### src/rtl/button_debouncer.sv
// Push-button front end: 2-FF synchronizer, sample-tick debounce, and a
// RELEASED/PRESSED/HELD tracker producing level and pulse events.
// Optional auto-repeat while held: define BUTTON_DEBOUNCER_REPEAT_EN.
module button_debouncer #(
  parameter int unsigned DebounceSamples = 7500,
  parameter int unsigned LongSamples     = 750000,
  parameter int unsigned RepeatSamples   = 150000,
  parameter int unsigned CntSize         = 20
) (
  input  logic       clk,
  input  logic       rstx,
  input  logic       btnx,
  input  logic       sample_en,
  output logic       pressed,
  output logic       held,
  output logic       press_pulse,
  output logic       release_pulse,
  output logic       long_pulse,
  output logic       repeat_pulse,
  output logic [7:0] press_count
);

  localparam logic [CntSize-1:0] DebLast  = CntSize'(DebounceSamples - 1);
  localparam logic [CntSize-1:0] LongLast = CntSize'(LongSamples - 1);

  typedef enum logic [1:0] {
    ST_RELEASED = 2'd0,
    ST_PRESSED  = 2'd1,
    ST_HELD     = 2'd2
  } state_t;

  state_t             state;
  logic [1:0]         sync;
  logic [CntSize-1:0] deb_cnt;
  logic [CntSize-1:0] hold_cnt;
  logic               btn_s;
  logic               differ;
  logic               accept;

`ifdef BUTTON_DEBOUNCER_REPEAT_EN
  localparam logic [CntSize-1:0] RepLast = CntSize'(RepeatSamples - 1);
  logic [CntSize-1:0] rep_cnt;
`else
  logic unused_rep;
  assign unused_rep   = ^RepeatSamples;
  assign repeat_pulse = 1'b0;
`endif

  // Two-stage synchronizer on the raw pin; resets to "released" (high)
  always_ff @(posedge clk or negedge rstx) begin
    if (!rstx) begin
      sync <= 2'b11;
    end else begin
      sync <= {sync[0], btnx};
    end
  end

  // Active-high synchronized level and change-acceptance decision
  always_comb begin
    btn_s  = ~sync[1];
    differ = btn_s ^ pressed;
    accept = sample_en & differ & (deb_cnt == DebLast);
  end

  // Consecutive-differing-sample counter; restarts on agreement or acceptance
  always_ff @(posedge clk or negedge rstx) begin
    if (!rstx) begin
      deb_cnt <= '0;
    end else if (sample_en) begin
      if (!differ || accept) begin
        deb_cnt <= '0;
      end else begin
        deb_cnt <= deb_cnt + CntSize'(1);
      end
    end
  end

  // Button state tracker with registered levels, pulses and press counter
  always_ff @(posedge clk or negedge rstx) begin
    if (!rstx) begin
      state         <= ST_RELEASED;
      hold_cnt      <= '0;
      pressed       <= 1'b0;
      held          <= 1'b0;
      press_pulse   <= 1'b0;
      release_pulse <= 1'b0;
      long_pulse    <= 1'b0;
      press_count   <= 8'd0;
`ifdef BUTTON_DEBOUNCER_REPEAT_EN
      rep_cnt       <= '0;
      repeat_pulse  <= 1'b0;
`endif
    end else begin
      press_pulse   <= 1'b0;
      release_pulse <= 1'b0;
      long_pulse    <= 1'b0;
`ifdef BUTTON_DEBOUNCER_REPEAT_EN
      repeat_pulse  <= 1'b0;
`endif
      case (state)
        ST_RELEASED: begin
          if (accept) begin
            state       <= ST_PRESSED;
            pressed     <= 1'b1;
            press_pulse <= 1'b1;
            press_count <= press_count + 8'd1;
            hold_cnt    <= '0;
          end
        end
        ST_PRESSED: begin
          if (sample_en) begin
            hold_cnt <= hold_cnt + CntSize'(1);
            // A release on the same sample as the long-press threshold wins
            if (accept) begin
              state         <= ST_RELEASED;
              pressed       <= 1'b0;
              release_pulse <= 1'b1;
            end else if (hold_cnt == LongLast) begin
              state      <= ST_HELD;
              held       <= 1'b1;
              long_pulse <= 1'b1;
`ifdef BUTTON_DEBOUNCER_REPEAT_EN
              rep_cnt    <= '0;
`endif
            end
          end
        end
        ST_HELD: begin
          if (accept) begin
            state         <= ST_RELEASED;
            pressed       <= 1'b0;
            held          <= 1'b0;
            release_pulse <= 1'b1;
`ifdef BUTTON_DEBOUNCER_REPEAT_EN
            rep_cnt       <= '0;
          end else if (sample_en) begin
            if (rep_cnt == RepLast) begin
              rep_cnt      <= '0;
              repeat_pulse <= 1'b1;
              press_count  <= press_count + 8'd1;
            end else begin
              rep_cnt <= rep_cnt + CntSize'(1);
            end
`endif
          end
        end
        default: begin
          state   <= ST_RELEASED;
          pressed <= 1'b0;
          held    <= 1'b0;
        end
      endcase
    end
  end

endmodule

### config.mk
export PLATFORM = sky130hd
export DESIGN_NAME = button_debouncer
export DESIGN_NICKNAME = d
export VERILOG_FILES = /design/src/rtl/button_debouncer.sv
export SDC_FILE = /design/constraint.sdc
export NUM_CORES = 1
export LEC_CHECK = 0
export BUFFER_PORTS_ARGS = -buffer_cell sky130_fd_sc_hd__buf_2
export CAP_MARGIN = 20
export CORE_UTILIZATION = 65
export DETAILED_ROUTE_END_ITERATION = 10
export PLACE_DENSITY_LB_ADDON = 0.12
export SKIP_LAST_GASP = 1
export SYNTH_ARGS = -nofsm -noshare
export SYNTH_HDL_FRONTEND = slang
export SYNTH_SLANG_ARGS = --single-unit
### constraint.sdc
create_clock -name clk -period 4.5 [get_ports clk]
set_clock_uncertainty 0.15 [all_clocks]
set_input_delay 0 -clock clk [delete_from_list [all_inputs] [get_ports clk]]
set_output_delay 0 -clock clk [all_outputs]
set_load 0.1 [all_outputs]
==> results.cfg <==
[run_status]
status = finished clean

[cells_and_area]
final_cell_mix = 55 x dfrtp_1, 34 x nor2_1, 27 x o21ai_0
diodes = 0
fin_nets = 346
final_util_pct = 77.2
drive_above_1_share_pct = 13.2
final_common_cell = dfrtp_1
fillers = 288
syn2layout_area_growth_pct = 12.7

[worst_setup_path]
reg2reg_from = deb_cnt[0]
path_common_cell = and4b_1
worstReg2RegEnd = hold_cnt[17]
path_buf_inv = 0
cpPeakStageDelay_ns = 0.72
critPathSlowestCell = a31oi_2
worstSetupPathType = flop to flop
cp.required_ns = 4.57
arrival_ns = 2.46
reg2reg_slack_ns = 2.12
crit_chain = ha_1 > and4b_1 > and4b_1 > a31oi_2 > or3_1 > o21ai_0
worstSetupEndpointType = flop
crit_path_max_fanout = 18
r2r_cells = 6
worst_setup_path_start_kind = flop
critPathTopFamily = compound AO/OA/AOI/OAI gates

[floorplanning]
num_io_pins = 18
core_area_um2 = 4380
fp.dieArea_um2 = 4900
initial_utilization_pct = 68.6
fp.dieH_um = 70.0
die_x_um = 70.0
row_count = 24

[global_routing]
grt_pass1_vias = 2284
grt_first_pass_wirelength_um = 10600
track_usage_pct = 27.8
antenna_found_initial = 0
grt_max_degree = 58
grt-ovfl-total = 0

[routing]
drtPass1Iterations = 6
drt_iter0_drc = 216
drc = 0
detail-route-antenna-nets = 0
via_per_inst = 6.33
wl_um = 6150
wire_per_inst_um = 15.7
vias = 2489

[hold_path]
holdCritPathClass = input port to flop
min_path_cells = 2
min_from = btnx
min_to = sync[0]

[sta]
rsz0062_at_grt = no
fin_crit_sh_pct = 53.0
finalSetupTns_ns = 0
min_period_ns = 2.38
final-max-slew-violation-count = 0
fin_ws_ns = 2.12
maxSlewHeadroom_pct = 42.0
setup_violations = 0
hold_viol_final = 0
whs_ns = 0.157
fmax_ghz = 0.419
tightest_slew_ns = 0.863

[placement]
place.gp.congestion = 0.896
dp_slack_ns = 2.18
portBuffers = 16
hpwlAfterDp_um = 3980

[logic_synthesis]
synth_seq_cells = 57
synth_cell_types = 50
netlist_instances = 314
synth_ff_type = dfrtp_1
synth-edff-count = 0
syn_avg_cell_area_um2 = 9.57
synth_area_um2 = 3010
ys_seq_area_share_pct = 47.5
synth_async_sr_flop_share_pct = 100
syn_nets = 324
ys_warn_count = 0

[cts]
clk_latency_ns = 0.34
clockRootBuffer = clkbuf_8
htreeDepth = 3
path_clk_slew_ns = 0.07
cts-resized-gates = 0
numCtsBuffers = 9
cts_tree = built
cts.sinks = 57
cts_buffer_depth = 2

[job]
maxCapViolCount = 0

[power_and_ir_drop]
p_per_area_nw_per_um2 = 340
p_leak_nw = 1.52
vdd_drop_max_uv = 277
-- through the flow --
| step | power, W | cells | cell area [µm²] |
|---|---|---|---|
| global route | 0.00118 | 393 | 3390 |
| floorplan | 0.000556 | 314 | 3010 |
| global placement | 0.000569 | 374 | 3110 |
| CTS | 0.00116 | 393 | 3390 |
| detailed placement | 0.000570 | 374 | 3110 |
| finish | 0.00115 | 393 | 3390 |
-- worst reg2reg max path: stages, from the launching register on --
cell and delay (ns):
dfrtp_1 0.42, ha_1 0.26, and4b_1 0.19, and4b_1 0.23
a31oi_2 0.72, or3_1 0.21, o21ai_0 0.08
-- worst max-delay path by stage --
stage | from | end | slack (ns) | depth (start not counted)
2_1_floorplan | pressed | hold_cnt[8] | 2.15 | 6
3_3_place_gp | deb_cnt[0] | hold_cnt[14] | 2.22 | 6
3_5_place_dp | deb_cnt[0] | hold_cnt[17] | 2.18 | 6
4_1_cts | deb_cnt[0] | hold_cnt[17] | 2.14 | 6
5_1_grt | deb_cnt[0] | hold_cnt[14] | 2.01 | 6
6_report | deb_cnt[0] | hold_cnt[17] | 2.12 | 6
-- sequential cells by signal, summed over array words and instances, names as in the netlist --
name / cells
state: 2
held: 1
long_pulse: 1
hold_cnt: 20
pressed: 1
press_pulse: 1
press_count: 8
release_pulse: 1
sync: 2
deb_cnt: 20
-- cell families after synthesis --
family | Yosys count | synth area share (%)
AO/OA/AOI/OAI | 67 | 14.2
XOR/XNOR | 24 | 7.24
adder cells (fa/ha/maj) | 6 | 2.50
buffers and inverters | 20 | 3.00
flip-flops | 57 | 47.5
multiplexers | 2 | 0.708
other | 1 | 0.125
AND/OR/NAND/NOR | 137 | 24.6
-- area by class of cell --
type	instances	area [µm²]	share of cell area (%)
multi-input cells	237	1490	43.9
flip-flops and latches	57	1430	42.2
clock buffers	10	138	4.07
repair buffers	21	125	3.70
clock inverters	6	105	3.10
well taps	52	65.1	1.92
inverters	10	37.5	1.11
-- routing by layer --
metal	up-vias	wire length [µm]	global-route usage [%]
met2	86	2890	43.1
met5	-	0	0
met1	1188	2860	37.3
met3	14	266	5.05
met4	0	143	15.1
li1	1201	-	-
-- cell usage after synthesis (3+ instances only) --
library cell	instances	area share [%]
inv_1	10	1.2
nand3_1	19	3.2
a21oi_1	9	1.5
o21ai_0	27	4.5
or3_1	4	0.83
xnor2_1	10	2.9
dfrtp_1	55	46
xor2_1	13	3.8
nor3_2	3	1.0
a31oi_1	7	1.5
nor2_1	34	4.2
nand2_1	25	3.1
nor4_1	6	1.2
o31ai_1	10	2.5
clkbuf_1	5	0.62
nand2b_1	4	0.83
and3_1	7	1.5
o41ai_1	4	1.2
nor3_1	3	0.50
nor4b_1	4	1.2
nand4_1	14	2.9
ha_1	6	2.5
-- timing repair --
| item | in CTS | in global routing |
|---|---|---|
| buffers inserted | 0 | 0 |
| hold buffers | 3 | 0 |
| hold endpoints to repair | 62 | 0 |
| endpoints found under the setup margin | 0 | 0 |
-- power breakdown --
group	internal (W)	switching, W	total, W
combinational	0.0000108	0.0000238	0.0000345
sequential	0.000520	0.00000873	0.000528
clock	0.000380	0.000208	0.000588
total	0.000910	0.000241	0.00115
(Power assumes the default switching activity.)
